## config.mk

```make
export PLATFORM = sky130hd
export DESIGN_NAME = mem_latency_enqueue
export DESIGN_NICKNAME = d
export VERILOG_FILES = /design/src/rtl/mem_timing_pkg.sv /design/src/rtl/mem_latency_enqueue_ts_fifo.sv /design/src/rtl/mem_latency_enqueue.sv
export SDC_FILE = /design/constraint.sdc
export NUM_CORES = 2
export LEC_CHECK = 0
export CAP_MARGIN = 10
export CORE_MARGIN = 3
export CORE_UTILIZATION = 50
export DETAILED_ROUTE_END_ITERATION = 12
export GPL_ROUTABILITY_DRIVEN = 0
export PLACE_DENSITY = 0.7
export SETUP_SLACK_MARGIN = 0.5
export SLEW_MARGIN = 10
export SYNTH_ARGS = -nofsm -noshare
export SYNTH_HDL_FRONTEND = slang
export SYNTH_SLANG_ARGS = --single-unit
```

## constraint.sdc

```tcl
create_clock -name clk -period 14.4 [get_ports clk]
set_input_delay 2.88 -clock clk [delete_from_list [all_inputs] [get_ports clk]]
set_output_delay 2.88 -clock clk [all_outputs]
set_load 0.01 [all_outputs]
```

## src/rtl/mem_timing_pkg.sv

```systemverilog
// Shared encodings and helpers for the LSU memory-timing path.
package mem_timing_pkg;

  localparam int SIZE_COUNT   = 16;
  localparam int SIZE_RAM_LOG = 5;

  localparam logic [1:0] MT_L1     = 2'd0;
  localparam logic [1:0] MT_L2     = 2'd1;
  localparam logic [1:0] MT_DRAM   = 2'd2;
  localparam logic [1:0] MT_SHARED = 2'd3;

  // An out-time of all ones marks an empty FIFO head, so no real entry may carry it.
  localparam logic [SIZE_COUNT-1:0] MT_SENTINEL = '1;

  function automatic int mt_latency(input logic [1:0] cls, input int lat_l1,
                                    input int lat_l2, input int lat_dram,
                                    input int lat_shared);
    case (cls)
      MT_L1:   return lat_l1;
      MT_L2:   return lat_l2;
      MT_DRAM: return lat_dram;
      default: return lat_shared;
    endcase
  endfunction

endpackage

```

## src/rtl/mem_latency_enqueue_ts_fifo.sv

```systemverilog
// Single-class timestamped FIFO; head fields are read from storage at the read pointer,
// and an empty FIFO shows an all-ones out-time with zeroed payload.
module ts_fifo #(
  parameter int DEPTH     = 8,
  parameter int DEPTH_LOG = 3,
  parameter int W_TIME    = 16,
  parameter int W_ADDR    = 32,
  parameter int W_RAM     = 5
) (
  input  logic              clk,
  input  logic              reset,
  input  logic              push_i,
  input  logic              pop_i,
  input  logic [W_TIME-1:0] out_time_i,
  input  logic [W_TIME-1:0] in_time_i,
  input  logic [W_ADDR-1:0] addr_i,
  input  logic [W_RAM-1:0]  ram_addr_i,
  output logic [W_TIME-1:0] out_time_o,
  output logic [W_TIME-1:0] in_time_o,
  output logic [W_ADDR-1:0] addr_o,
  output logic [W_RAM-1:0]  ram_addr_o,
  output logic              empty_o,
  output logic              full_o
);

  typedef struct packed {
    logic [W_TIME-1:0] out_time;
    logic [W_TIME-1:0] in_time;
    logic [W_ADDR-1:0] addr;
    logic [W_RAM-1:0]  ram_addr;
  } entry_t;

  entry_t               mem_q [DEPTH];
  logic [DEPTH_LOG-1:0] wr_ptr_q, wr_ptr_d, rd_ptr_q, rd_ptr_d;
  logic [DEPTH_LOG:0]   cnt_q, cnt_d;
  logic                 do_push, do_pop;
  entry_t               head;

  assign empty_o = (cnt_q == '0);
  assign full_o  = (cnt_q == (DEPTH_LOG+1)'(DEPTH));
  assign do_push = push_i & ~full_o;
  assign do_pop  = pop_i & ~empty_o;

  always_comb begin
    wr_ptr_d = wr_ptr_q;
    rd_ptr_d = rd_ptr_q;
    cnt_d    = cnt_q;
    if (do_push) wr_ptr_d = wr_ptr_q + 1'b1;
    if (do_pop)  rd_ptr_d = rd_ptr_q + 1'b1;
    case ({do_push, do_pop})
      2'b10:   cnt_d = cnt_q + 1'b1;
      2'b01:   cnt_d = cnt_q - 1'b1;
      default: cnt_d = cnt_q;
    endcase
  end

  always_ff @(posedge clk) begin
    if (reset) begin
      wr_ptr_q <= '0;
      rd_ptr_q <= '0;
      cnt_q    <= '0;
    end else begin
      wr_ptr_q <= wr_ptr_d;
      rd_ptr_q <= rd_ptr_d;
      cnt_q    <= cnt_d;
    end
  end

  // Storage is not reset; the occupancy count alone decides what is valid.
  always_ff @(posedge clk) begin
    if (do_push) mem_q[wr_ptr_q] <= '{out_time_i, in_time_i, addr_i, ram_addr_i};
  end

  assign head       = mem_q[rd_ptr_q];
  assign out_time_o = empty_o ? '1 : head.out_time;
  assign in_time_o  = empty_o ? '0 : head.in_time;
  assign addr_o     = empty_o ? '0 : head.addr;
  assign ram_addr_o = empty_o ? '0 : head.ram_addr;

endmodule

```

## src/rtl/mem_latency_enqueue.sv

```systemverilog
// Write side of the per-class latency FIFOs: classify, timestamp and enqueue LSU
// requests; expose each class head to the time-check arbiter and pop on its grant.
module mem_latency_enqueue
  import mem_timing_pkg::*;
#(
  parameter int DEPTH        = 8,
  parameter int DEPTH_LOG    = 3,
  parameter int SIZE_ADDR    = 32,
  parameter int SIZE_RAM_LOG = mem_timing_pkg::SIZE_RAM_LOG,
  parameter int SIZE_COUNT   = mem_timing_pkg::SIZE_COUNT,
  parameter int LAT_L1       = 4,
  parameter int LAT_L2       = 20,
  parameter int LAT_DRAM     = 100,
  parameter int LAT_SHARED   = 2
) (
  input  logic                      clk,
  input  logic                      reset,
  input  logic                      stall,
  input  logic [SIZE_COUNT-1:0]     count,
  input  logic                      req_valid,
  input  logic [1:0]                req_type,
  input  logic [SIZE_ADDR-1:0]      req_addr,
  input  logic [SIZE_RAM_LOG-1:0]   req_ram_addr,
  output logic                      req_ready,
  input  logic                      pop_valid,
  input  logic [1:0]                pop_type,
  output logic [4*SIZE_COUNT-1:0]   head_out_time,
  output logic [4*SIZE_COUNT-1:0]   head_in_time,
  output logic [4*SIZE_ADDR-1:0]    head_addr,
  output logic [4*SIZE_RAM_LOG-1:0] head_ram_addr,
  output logic [3:0]                empty,
  output logic [3:0]                full,
  output logic                      pop_err
);

  localparam logic [SIZE_COUNT-1:0] SENTINEL = {SIZE_COUNT{1'b1}};

  logic                  push_fire, pop_fire;
  logic [SIZE_COUNT-1:0] lat, out_sum, out_time;
  logic                  pop_err_q, pop_err_d;

  assign req_ready = ~full[req_type] & ~stall;
  assign push_fire = req_valid & req_ready;
  assign pop_fire  = pop_valid & ~stall;

  assign lat      = SIZE_COUNT'(mt_latency(req_type, LAT_L1, LAT_L2, LAT_DRAM, LAT_SHARED));
  assign out_sum  = count + lat;
  // Pulling a sentinel-valued deadline one cycle early keeps it distinguishable from empty.
  assign out_time = (out_sum == SENTINEL) ? SENTINEL - 1'b1 : out_sum;

  always_comb begin
    pop_err_d = pop_err_q;
    if (pop_fire && empty[pop_type]) pop_err_d = 1'b1;
  end

  always_ff @(posedge clk) begin
    if (reset) pop_err_q <= 1'b0;
    else       pop_err_q <= pop_err_d;
  end

  assign pop_err = pop_err_q;

  for (genvar k = 0; k < 4; k++) begin : g_cls
    ts_fifo #(
      .DEPTH    (DEPTH),
      .DEPTH_LOG(DEPTH_LOG),
      .W_TIME   (SIZE_COUNT),
      .W_ADDR   (SIZE_ADDR),
      .W_RAM    (SIZE_RAM_LOG)
    ) u_fifo (
      .clk       (clk),
      .reset     (reset),
      .push_i    (push_fire && (req_type == 2'(k))),
      .pop_i     (pop_fire && (pop_type == 2'(k))),
      .out_time_i(out_time),
      .in_time_i (count),
      .addr_i    (req_addr),
      .ram_addr_i(req_ram_addr),
      .out_time_o(head_out_time[k*SIZE_COUNT +: SIZE_COUNT]),
      .in_time_o (head_in_time[k*SIZE_COUNT +: SIZE_COUNT]),
      .addr_o    (head_addr[k*SIZE_ADDR +: SIZE_ADDR]),
      .ram_addr_o(head_ram_addr[k*SIZE_RAM_LOG +: SIZE_RAM_LOG]),
      .empty_o   (empty[k]),
      .full_o    (full[k])
    );
  end

endmodule

```

Yosys cells after proc, flatten, opt, wreduce, memory -nomap -nowiden
Memory sizes are Yosys's and may differ from the RTL's. A register that Yosys moved wholly into a read port is not among the register bits. Cells that the tools add are included.

Bits in registers: 41. RAM bits: 2208. Input bits: 62. Output and inout bits: 286. Word-level logic and storage cells: 137. Memories kept: 4.

$add $sub $neg: 17. Order comparisons: 2. Eq/ne operators: 19. Multiplexer cells: 42. Bitwise gates (word level): 21. Reduce and logical (&&, ||, !) cells: 19.

Memories: g_cls[0].u_fifo.mem_q (depth 8, bits a word 69, rd ports 1, clocked after memory_dff 1, wr ports 1, RTL line mem_latency_enqueue_ts_fifo.sv:33) `entry_t mem_q [DEPTH];`; g_cls[1].u_fifo.mem_q (depth 8, bits a word 69, rd ports 1, clocked after memory_dff 1, wr ports 1, RTL line mem_latency_enqueue_ts_fifo.sv:33); g_cls[2].u_fifo.mem_q (depth 8, bits a word 69, rd ports 1, clocked after memory_dff 1, wr ports 1, RTL line mem_latency_enqueue_ts_fifo.sv:33); g_cls[3].u_fifo.mem_q (depth 8, bits a word 69, rd ports 1, clocked after memory_dff 1, wr ports 1, RTL line mem_latency_enqueue_ts_fifo.sv:33).

Operators with widths (number): 16-bit two-way mux (9); 32-bit two-way mux (4); 4-bit one-hot mux with 2 select lines (4); 3-bit by 1-bit adder with 3-bit output, second input constant (8); 3-bit two-way mux (8); 7-bit one-hot mux with 3 select lines (1); 5-bit two-way mux (4); 16-bit adder (1); 4-bit by 1-bit adder with 4-bit output, second input constant (4); 16-bit == test, second input constant (1); 2-bit == test, second input constant (8); 4-bit == test, second input constant (4); 4-bit logical NOT (4); 4-bit by 1-bit subtractor with 4-bit output, second input constant (4); 2-bit by 1-bit == test with 1-bit output, second input constant (6); 1-bit AND (11); 1-bit two-way mux (10); 1-bit NOT (10); 1-bit logical AND (9); 2-bit nonzero test (4); 2-bit by 3-bit less-than comparator with 1-bit output, second input constant (2); 1-bit binary-select mux with 2-bit select (2); 2-bit logical NOT (2).

Depth between registers and ports, before layout
Depth after elaboration: 10. Mapped depth: 15. Mapped depth without buffers: 13.

By module
From an unflattened synthesis, not the netlist that was laid out.

Cell total of the unflattened synthesis: 3906. Area total of the unflattened synthesis: 87281.2 sq um.

Modules (own cells, without submodules): ts_fifo (instances 4, cells an instance 950, area an instance 21620.7 sq um); mem_latency_enqueue (instances 1, cells an instance 106, area an instance 798.3 sq um).

Least setup slack after synthesis
OpenSTA, ideal clock, no wires.

Path kind: input-to-reg. Start: in req_type[1]. End: mem g_cls[0].u_fifo.mem_q[0][0] (netlist bit) (enable). Library setup time: 0.666 ns. Data arrival time: 10.594 ns. Setup slack: 3.139 ns. Stages on the path: 7. Buffers on the path: 2. Cell sequence: nor2b_1 -> buf_6 -> a22o_1 -> nor4b_4 -> buf_6 -> nand3_4 -> nor4_1.

Word-level cells in the longest chain between the ends: 9.

RTL lines: start, declared (RTL line mem_latency_enqueue.sv:21) `input logic [1:0] req_type,`; 1-bit binary-select mux with 2-bit select (RTL line mem_latency_enqueue.sv:42) `assign req_ready = ~full[req_type] & ~stall;`; 1-bit two-way mux (not written as such) (RTL line mem_latency_enqueue.sv:42); 1-bit NOT (RTL line mem_latency_enqueue.sv:42); 1-bit AND (RTL line mem_latency_enqueue.sv:42); 1-bit AND (RTL line mem_latency_enqueue.sv:43) `assign push_fire = req_valid & req_ready;`; 1-bit logical AND (*) (RTL line mem_latency_enqueue.sv:73) `.push_i (push_fire && (req_type == 2'(k))),`; 1-bit AND (*) (RTL line mem_latency_enqueue_ts_fifo.sv:41) `assign do_push = push_i & ~full_o;`; 1-bit two-way mux (*) (RTL line mem_latency_enqueue_ts_fifo.sv:71) `if (do_push) mem_q[wr_ptr_q] <= '{out_time_i, in_time_i, addr_i, ram_addr_i};`; 1-bit two-way mux (not written as such) (*) (RTL line mem_latency_enqueue_ts_fifo.sv:71); end, declared (RTL line mem_latency_enqueue_ts_fifo.sv:33).

Mark *: on every way between the ends. The rest lies on a longest branch, timed or not. The select of a mux whose other input is x is not followed.

Worst setup path after layout
Start: in req_type[0]. End: out req_ready.

Word-level cells in the longest chain between the ends: 4.

RTL lines: 1-bit binary-select mux with 2-bit select (RTL line mem_latency_enqueue.sv:42); 1-bit two-way mux (not written as such) (RTL line mem_latency_enqueue.sv:42); 1-bit NOT (RTL line mem_latency_enqueue.sv:42); 1-bit AND (RTL line mem_latency_enqueue.sv:42); end, declared (RTL line mem_latency_enqueue.sv:24) `output logic req_ready,`.

Every way passes these cells. The select of a mux whose other input is x is not followed.

==> results.cfg <==
[cells_and_area]
drive_above_1_share = 0.235
final_nets = 4470
fin_util = 0.584
areaGrowthSynthToFinish_pct = 15.8
nFillCells = 12400
fin_area_um2 = 100000
num_antenna_cells = 0

[cts]
holdBufCountCts = 0
numCtsBuffers = 216
cts_sinks = 2261
clk_latency_ns = 0.86
cts_setup_buffers = 0
cts_resized = 0
cts-root-buf = clkbuf_16
clk_pin_slew_worst_paths_ns = 0.06
htreeDepth = 4
cts_tree = built
cts_buffer_depth = 3

[synth]
syn_area_um2 = 86700
ys.flop_type = edfxtp_1
synthTopCellsByCount = 2208 x edfxtp_1, 553 x mux4_2, 289 x mux2i_1
syn_nets = 3976
synth_area_leaders = edfxtp_1 76%, mux4_2 14%, mux2i_1 3.3%
avgSynthCellArea_um2 = 22.3
async_flop_share = 0
yosysWarnings = 0
synth_edf_count = 2208
synth_cell_type_count = 59
synth.most_common_cell = edfxtp_1
yosys_register_bits = 2261
syn_inst = 3891
yosysTopAreaCell = edfxtp_1
yosysSeqAreaShare = 0.777
yosysTopAreaCellShare = 0.765

[power_and_ir_drop]
power.leakage_uw = 0.0301
pwr_density_cell_nw_per_um2 = 130
power.total_uw = 13000
peakVddDrop_mv = 0.133

[die]
coreArea_um2 = 172000
initial_utilization = 0.504
row_count = 152
pin_count = 348
die_x_um = 422
die-area_um2 = 178000
die_h_um = 422

[flow_run]
maxCapViolCount = 0

[critical_path]
endpoint_kind = primary output
path_delay_family = buffers and inverters
cpPeakStageDelay_ns = 0.69
worstPathArrival_ns = 5.57
crit_required_ns = 11.52
worstSetupPathType = input pin to primary output
path_buf_inv = 2
cp_slowest_cell = clkdlybuf4s50_1
path_max_fanout = 8
cp_cell_sequence = clkdlybuf4s50_1 > nor2b_1 > a22o_1 > nor3_1 > clkdlybuf4s50_1
crit_top_cell = clkdlybuf4s50_1
start_kind = input pin

[sta]
finalSetupTns_ns = 0
drv_slew = 0
layout_min_cycle_time_ns = 8.45
setup_viol = 0
clock_skew_ns = 0.0343
post-route-period-util = 0.587
clock.fmax_mhz = 118
slew_headroom = 0.180
tightest_slew_ns = 1.23
hold_viol = 0
rsz0062_at_grt = no

[place]
placedInstanceArea_um2 = 93500
port_buffers = 347
dp_hpwl_um = 123000

[drt]
drt-initial-drc-count = 4262
totalWireLength_um = 212000
via_per_inst = 5.99
routed-via-count = 41200
wl_per_cell_um = 30.9
drtAntennaViolNets = 0
first_pass_iters = 6
route.detailed.drc = 0

[grt]
antenna_found_initial = 1
grt_pass1_wl_um = 306000
grt_pass1_vias = 42200
grt_max_degree = 93
gr-total-overflow = 0
gr-usage-all-layers = 0.239

[worst_hold_path]
hold_class = register to register

[run_status]
outcome = finished, final reports clean
cells by family (layout without fill, tap and decap cells):
logic type | count (synthesis) | count (layout) | share of synthesized area
AO/OA/AOI/OAI | 47 | 47 | 0.00348
XOR/XNOR | 44 | 44 | 0.00445
adder cells (fa/ha/maj) | 23 | 23 | 0.00332
buffers and inverters | 220 | 893 | 0.0110
flip-flops | 2261 | 2261 | 0.777
multiplexers | 842 | 842 | 0.177
AND/OR/NAND/NOR | 454 | 454 | 0.0236
flip-flops by register name (all words and copies together) (netlist names), named ones only:
signal and count:
g_cls.u_fifo.cnt_q 16, g_cls.u_fifo.wr_ptr_q 12, pop_err 1, g_cls.u_fifo.mem_q 2208
g_cls.u_fifo.rd_ptr_q 12
tightest hold or removal path, cell delays in order (launching register included):
cell     delay, ns
dfxtp_1       0.33
a21oi_1       0.05
nor2_1        0.07
final cells by class:
class	count	area, µm²	area share
Clock buffer	278	5790	0.0577
Clock inverter	119	982	0.00979
Inverter	11	43.8	0.000436
Multi-Input combinational cell	1410	18700	0.187
Sequential cell	2261	67400	0.672
Tap cell	2310	2890	0.0288
Timing Repair Buffer	485	4500	0.0449
metal layers:
metal	vias up	part of all wire	global-route usage	routed length, µm
met3	335	0.062	0.0345	13100
li1	17100	-	-	-
met2	1593	0.52	0.414	111000
met1	22200	0.38	0.312	80000
met5	-	0.000061	0	13
met4	2	0.038	0.0875	8060
layout by cell type (no fill, tap or decap), types with 11 or more instances in the layout:
cell / instances
edfxtp_1: 2208
mux4_2: 553
clkdlybuf4s50_1: 342
mux2i_1: 289
nor2_1: 262
clkbuf_16: 220
buf_4: 136
nand2_1: 85
clkbuf_1: 51
clkinv_1: 51
dfxtp_1: 41
clkinv_2: 38
ha_1: 23
xor2_1: 21
nor2_4: 18
a21oi_1: 17
nand2b_1: 12
dfxtp_4: 12
nor3_2: 11
bufinv_16: 11
through the flow:
stage	instances	hold WS (ns)	worst slack, ns
CTS	6873	0.481	6.04
detailed placement	6476	0.464	6.05
global placement	6476	0.456	6.04
global route	6874	0.513	6.07
finish	6874	0.486	5.95
floorplan	3891	0.479	3.14
where the power goes:
part	leakage [µW]	internal (µW)	switching (µW)
Combinational	0.00651	104	251
Clock	0.00330	3030	2380
Sequential	0.0203	7260	7.14
final timing paths:
check        slack, ns  cells past startpoint                     start                  endpoint
max               5.95                      5               req_type[0]                 req_ready
min               0.49                      2                   pop_err                   pop_err
max reg2reg       9.54                     11  g_cls[1].u_fifo.cnt_q[1]  g_cls[1].u_fifo.cnt_q[2]
min reg2reg       0.49                      2                   pop_err                   pop_err
Note: power is estimated with default switching activity, not from simulation.
